[src/rtl/fp32_link_pkg.sv]
// Shared definitions for the float32 serial link: frame geometry, line levels
// and the transmitter state encoding.
package fp32_link_pkg;

    localparam int   FRAME_BITS = 35;
    localparam int   DATA_BITS  = 32;
    localparam logic START_LVL  = 1'b0;
    localparam logic STOP_LVL   = 1'b1;

    typedef enum logic [2:0] {
        IDLE,
        START,
        DATA,
        PARITY,
        STOP
    } state_t;

endpackage

[src/rtl/fp32_sync_fifo.sv]
// Single-clock FIFO with a registered occupancy count; push is ignored when
// full and pop is ignored when empty.
module fp32_sync_fifo #(
    parameter int DEPTH = 4,
    parameter int WIDTH = 32
) (
    input  logic                   clk,
    input  logic                   rst,
    input  logic                   push,
    input  logic                   pop,
    input  logic [WIDTH-1:0]       wdata,
    output logic [WIDTH-1:0]       rdata,
    output logic                   full,
    output logic                   empty,
    output logic [$clog2(DEPTH):0] level
);

    localparam int AW = $clog2(DEPTH);

    logic [WIDTH-1:0] mem [DEPTH];
    logic [AW-1:0]    wr_ptr;
    logic [AW-1:0]    rd_ptr;
    logic             do_push;
    logic             do_pop;

    assign full    = (level == (AW+1)'(DEPTH));
    assign empty   = (level == '0);
    assign do_push = push & ~full;
    assign do_pop  = pop & ~empty;
    assign rdata   = mem[rd_ptr];

    always_ff @(posedge clk or posedge rst) begin
        if (rst) begin
            wr_ptr <= '0;
            rd_ptr <= '0;
            level  <= '0;
        end else begin
            if (do_push) wr_ptr <= wr_ptr + 1'b1;
            if (do_pop)  rd_ptr <= rd_ptr + 1'b1;
            case ({do_push, do_pop})
                2'b10:   level <= level + 1'b1;
                2'b01:   level <= level - 1'b1;
                default: level <= level;
            endcase
        end
    end

    // Storage needs no reset: only entries between the pointers are ever read.
    always_ff @(posedge clk) begin
        if (do_push) mem[wr_ptr] <= wdata;
    end

endmodule

[src/rtl/fp32_frame_serializer.sv]
// Buffers float32 words and transmits each as start, 32 data bits MSB first,
// even parity and stop on a registered, idle-high serial line.
module fp32_frame_serializer #(
    parameter int DEPTH        = 4,
    parameter int CLKS_PER_BIT = 4,
    parameter int CNT_W        = 16
) (
    input  logic                   clk,
    input  logic                   rst,
    input  logic [31:0]            in_data,
    input  logic                   in_valid,
    output logic                   in_ready,
    output logic                   tx,
    output logic                   busy,
    output logic [$clog2(DEPTH):0] fifo_level,
    output logic [CNT_W-1:0]       frame_count
);

    import fp32_link_pkg::*;

    localparam int DIV_W = (CLKS_PER_BIT > 1) ? $clog2(CLKS_PER_BIT) : 1;

    // Handshake: a word transfers on every rising edge where in_valid and
    // in_ready are both high; in_ready depends only on the FIFO being full.
    state_t               state;
    logic [DIV_W-1:0]     div;
    logic [4:0]           bit_idx;
    logic [DATA_BITS-1:0] shreg;
    logic [DATA_BITS-1:0] head;
    logic                 parity;
    logic                 pending;
    logic                 full;
    logic                 empty;
    logic                 push;
    logic                 pop;
    logic                 bit_end;

    assign in_ready = ~full;
    assign push     = in_valid & in_ready;
    assign bit_end  = (div == DIV_W'(CLKS_PER_BIT - 1));
    // pending delays the idle start by one cycle after the first word lands.
    assign pop      = ((state == IDLE) & pending & ~empty) |
                      ((state == STOP) & bit_end & ~empty);

    fp32_sync_fifo #(
        .DEPTH (DEPTH),
        .WIDTH (DATA_BITS)
    ) u_fifo (
        .clk   (clk),
        .rst   (rst),
        .push  (push),
        .pop   (pop),
        .wdata (in_data),
        .rdata (head),
        .full  (full),
        .empty (empty),
        .level (fifo_level)
    );

    always_ff @(posedge clk or posedge rst) begin
        if (rst) begin
            state       <= IDLE;
            div         <= '0;
            bit_idx     <= '0;
            shreg       <= '0;
            parity      <= 1'b0;
            pending     <= 1'b0;
            tx          <= STOP_LVL;
            busy        <= 1'b0;
            frame_count <= '0;
        end else begin
            pending <= ~empty;
            if (state == IDLE || bit_end) div <= '0;
            else                          div <= div + 1'b1;

            case (state)
                IDLE: begin
                    tx <= STOP_LVL;
                    if (pop) begin
                        shreg  <= head;
                        parity <= ^head;
                        tx     <= START_LVL;
                        busy   <= 1'b1;
                        state  <= START;
                    end
                end
                START: begin
                    if (bit_end) begin
                        bit_idx <= '0;
                        tx      <= shreg[DATA_BITS-1];
                        shreg   <= {shreg[DATA_BITS-2:0], 1'b0};
                        state   <= DATA;
                    end
                end
                DATA: begin
                    if (bit_end) begin
                        if (bit_idx == 5'(DATA_BITS - 1)) begin
                            tx    <= parity;
                            state <= PARITY;
                        end else begin
                            bit_idx <= bit_idx + 1'b1;
                            tx      <= shreg[DATA_BITS-1];
                            shreg   <= {shreg[DATA_BITS-2:0], 1'b0};
                        end
                    end
                end
                PARITY: begin
                    if (bit_end) begin
                        tx    <= STOP_LVL;
                        state <= STOP;
                    end
                end
                STOP: begin
                    if (bit_end) begin
                        frame_count <= frame_count + 1'b1;
                        if (pop) begin
                            shreg  <= head;
                            parity <= ^head;
                            tx     <= START_LVL;
                            state  <= START;
                        end else begin
                            busy  <= 1'b0;
                            state <= IDLE;
                        end
                    end
                end
                default: begin
                    tx    <= STOP_LVL;
                    busy  <= 1'b0;
                    state <= IDLE;
                end
            endcase
        end
    end

endmodule
[config.mk]
export PLATFORM = sky130hd
export DESIGN_NAME = fp32_frame_serializer
export DESIGN_NICKNAME = d
export VERILOG_FILES = /design/src/rtl/fp32_link_pkg.sv /design/src/rtl/fp32_sync_fifo.sv /design/src/rtl/fp32_frame_serializer.sv
export SDC_FILE = /design/constraint.sdc
export NUM_CORES = 1
export LEC_CHECK = 0
export CORE_MARGIN = 2
export CORE_UTILIZATION = 59
export DETAILED_ROUTE_END_ITERATION = 8
export PLACE_DENSITY = 0.78
export SLEW_MARGIN = 5
export SYNTH_ARGS = -nofsm -noshare
export SYNTH_HDL_FRONTEND = slang
export SYNTH_HIERARCHICAL = 1
export SYNTH_SLANG_ARGS = --single-unit
[constraint.sdc]
create_clock -name clk -period 2.8 [get_ports clk]
set_clock_uncertainty 0.1 [all_clocks]
set_input_delay 0.42 -clock clk [delete_from_list [all_inputs] [get_ports clk]]
set_output_delay 0.42 -clock clk [all_outputs]
set_load 0.02 [all_outputs]
==> flow_metrics.py, run 1 <==
metrics = {
    "floorplan": {
        "core_mm2": 0.0139,
        "dieArea_mm2": 0.0153,
        "floorplan.die.width_um": 124,
        "initial_core_util_pct": 60.7,
        "io_pins": 57,
        "die_h_um": 124,
        "fp-row-count": 43,
    },
    "setup_path": {
        "crit_type": "reg -> reg",
        "rr_endpoint": "u_fifo/level[2]",
        "rrSetupSlack_ns": 0.15,
        "rr_startpoint": "state[1]",
        "reg2regPathDepth": 9,
        "startpoint_type": "flop",
        "cp.required_ns": 3.06,
        "endpoint_kind": "flop",
        "arrival_ns": 2.91,
        "worstPathMaxFanout": 10,
    },
    "layout": {
        "drive_gt1_share_pct": 19.7,
        "final_common_cell": "edfxtp_1",
        "finish.utilization_pct": 70.4,
        "antenna_cells": 0,
        "finalNetCount": 632,
        "area.growth.synth_to_final_pct": 16.0,
        "final_cells": 780,
        "final_cell_mix": "128 x edfxtp_1, 67 x dfrtp_1, 56 x clkdlybuf4s50_1",
    },
    "cts": {
        "clk_pin_slew_worst_paths_ns": 0.07,
        "clockBufferDepth": 2,
        "worstSkewPairLatency_ns": 0.44,
        "cts_root_buf": "clkbuf_16",
        "clock-sinks": 197,
        "h-tree-depth": 4,
        "ctsHoldBuffers": 0,
        "cts_resized": 0,
        "cts_tree": "yes",
        "cts_buffers": 17,
    },
    "route": {
        "avgViaCountPerCell": 5.72,
        "wl_um": 14600,
        "drc_errors": 0,
        "antenna_left": 0,
        "dr.pass1.iters": 4,
        "drt_iter0_markers": 262,
        "avgRoutedWirePerCell_um": 18.7,
        "vias": 4460,
    },
    "grt": {
        "met2_usage_pct": 36.2,
        "top_usage_layer": "met2",
        "grt_max_degree": 37,
        "groute.layer.met3.usage_pct": 4.12,
        "antenna_found_initial": 0,
        "grt_pass1_vias": 4624,
        "grt_pass1_wl_um": 23300,
        "grt.overflow.total": 0,
        "gr-usage-all-layers_pct": 20.7,
        "grt_use_met1_pct": 25.5,
    },
    "flow_run": {
        "cap_violations": 0,
    },
    "power_and_ir_drop": {
        "ir_drop_mv": 0.790,
        "power_density_mw_per_mm2": 1230,
        "p_leak_nw": 3.65,
        "power_mw": 12.1,
    },
    "sta": {
        "final-hold-violation-count": 0,
        "maxSlewViolCount": 0,
        "clock.fmax_mhz": 377,
        "rsz0062_at_grt": "no",
        "setup_viol_count_final": 0,
        "timing.final.crit_share_pct": 94.8,
        "fin_setup_tns_ns": 0,
        "slew_headroom_pct": 37.3,
        "fin_crit_ns": 2.65,
        "worstMarginPinSlew_ns": 0.936,
    },
    "synth": {
        "syn-num-nets": 565,
        "syn_area_mm2": 0.00845,
        "ys_async_sr_fraction_pct": 35.0,
        "syn-mean-instance-area_um2": 16.3,
        "synth_edf_count": 128,
        "ys_warn_count": 6,
        "synth_seq_area_share_pct": 65.9,
        "ys_ff_latch": 197,
        "synth_cell_types": 48,
        "ys.flop_type": "edfxtp_1",
        "netlist_instances": 520,
    },
    "placement": {
        "portBuffers": 56,
        "gp_congestion": 0.746,
        "dp.cells": 747,
        "dp_hpwl_um": 8900,
    },
    "worst_hold_path": {
        "hp-class": "in -> async",
    },
    "outcome": {
        "status": "completed",
    },
}
-- logic make-up after synthesis --
family	synth area share (%)
multiplexers	13.1
AO/OA/AOI/OAI	4.48
AND/OR/NAND/NOR	6.23
buffers and inverters	3.09
flip-flops	65.9
XOR/XNOR	5.59
adder cells (fa/ha/maj)	1.57
-- cell usage after synthesis (9+ instances only) --
master | number | area share, %
nor2_1 | 16 | 0.71
mux2i_1 | 34 | 4.0
xnor2_1 | 44 | 4.6
buf_6 | 10 | 1.3
nand2_1 | 50 | 2.2
o21ai_0 | 10 | 0.59
xor2_1 | 10 | 1.0
dfrtp_1 | 68 | 20
ha_1 | 9 | 1.3
mux4_2 | 28 | 7.5
o21ai_2 | 28 | 2.9
inv_1 | 12 | 0.53
edfxtp_1 | 128 | 45
-- registers in the layout, indices dropped and copies added (netlist names) --
signal         flops
shreg             32
busy               1
u_fifo/level       3
tx                 1
u_fifo/mem       128
div                2
pending            1
state              3
u_fifo/rd_ptr      2
bit_idx            5
u_fifo/wr_ptr      2
frame_count       16
parity             1
-- report_power, final --
group / leakage, nW / internal, mW / switching [mW]
sequential: 2.05 / 3.90 / 0.326
clock: 0.261 / 1.16 / 1.10
combinational: 1.34 / 2.66 / 2.95
-- critical path: stages, from the launching register on --
cell     delay (ns)
dfrtp_1        0.48
or2_1          0.31
nor3_4         0.35
o31a_1         0.26
ha_1           0.21
inv_1          0.06
fa_1           0.37
xor2_1         0.15
nor2_1         0.12
xor2_1         0.15
-- per-layer routing --
| metal | part of all wire (%) | routed length (µm) |
|---|---|---|
| met5 | 0 | 0 |
| met1 | 42 | 6160 |
| met4 | 1.7 | 255 |
| met2 | 53 | 7770 |
| met3 | 2.9 | 423 |
-- final cells by class --
type	count	area, µm²
sequential	197	5570
timing repair buffer	70	778
clock inverter	15	121
multi-input combinational	289	2640
fill	902	4130
clock buffer	17	425
inverter	12	45.0
tap	180	225
-- how the worst max path moves through the flow --
| stage | start | endpoint | slack [ns] | depth (start not counted) |
|---|---|---|---|---|
| global placement | bit_idx[0] | shreg[18] | 0.26 | 9 |
| CTS | bit_idx[0] | shreg[20] | 0.10 | 10 |
| global route | state[1] | u_fifo/level[2] | 0.02 | 9 |
| finish | state[1] | u_fifo/level[2] | 0.15 | 9 |
| detailed placement | bit_idx[0] | shreg[20] | 0.14 | 10 |
| floorplan | state[0] | u_fifo/level[2] | 0.33 | 10 |
-- per-stage QoR --
stage / hold WS [ns] / cell area, µm² / worst slack, ns
after global placement: 0.327 / 9250 / 0.255
after detailed placement: 0.340 / 9250 / 0.139
after CTS: 0.189 / 9790 / 0.104
after floorplan: 0.123 / 8450 / 0.325
final: 0.200 / 9800 / 0.145
after global routing: 0.210 / 9800 / 0.0155
-- repair_timing --
action / 4_1_cts / 5_1_grt
setup buffers: 0 / 0
endpoints found under the setup margin: 0 / 18
endpoints found under the hold margin: 0 / 0
Note: power is estimated with default switching activity, not from simulation.
==> run 2: changes to the inputs <==
Settings changed: TNS_END_PERCENT set to 100.
==> results of run 2 <==
No change in the layout: final DEF, timing and power equal those of run 1.
==> run 3: changes to the inputs <==
Settings changed: CAP_MARGIN set to 10, HOLD_SLACK_MARGIN set to 0.15.
==> results of run 3 <==
No change in the layout: final DEF, timing and power equal those of run 1.
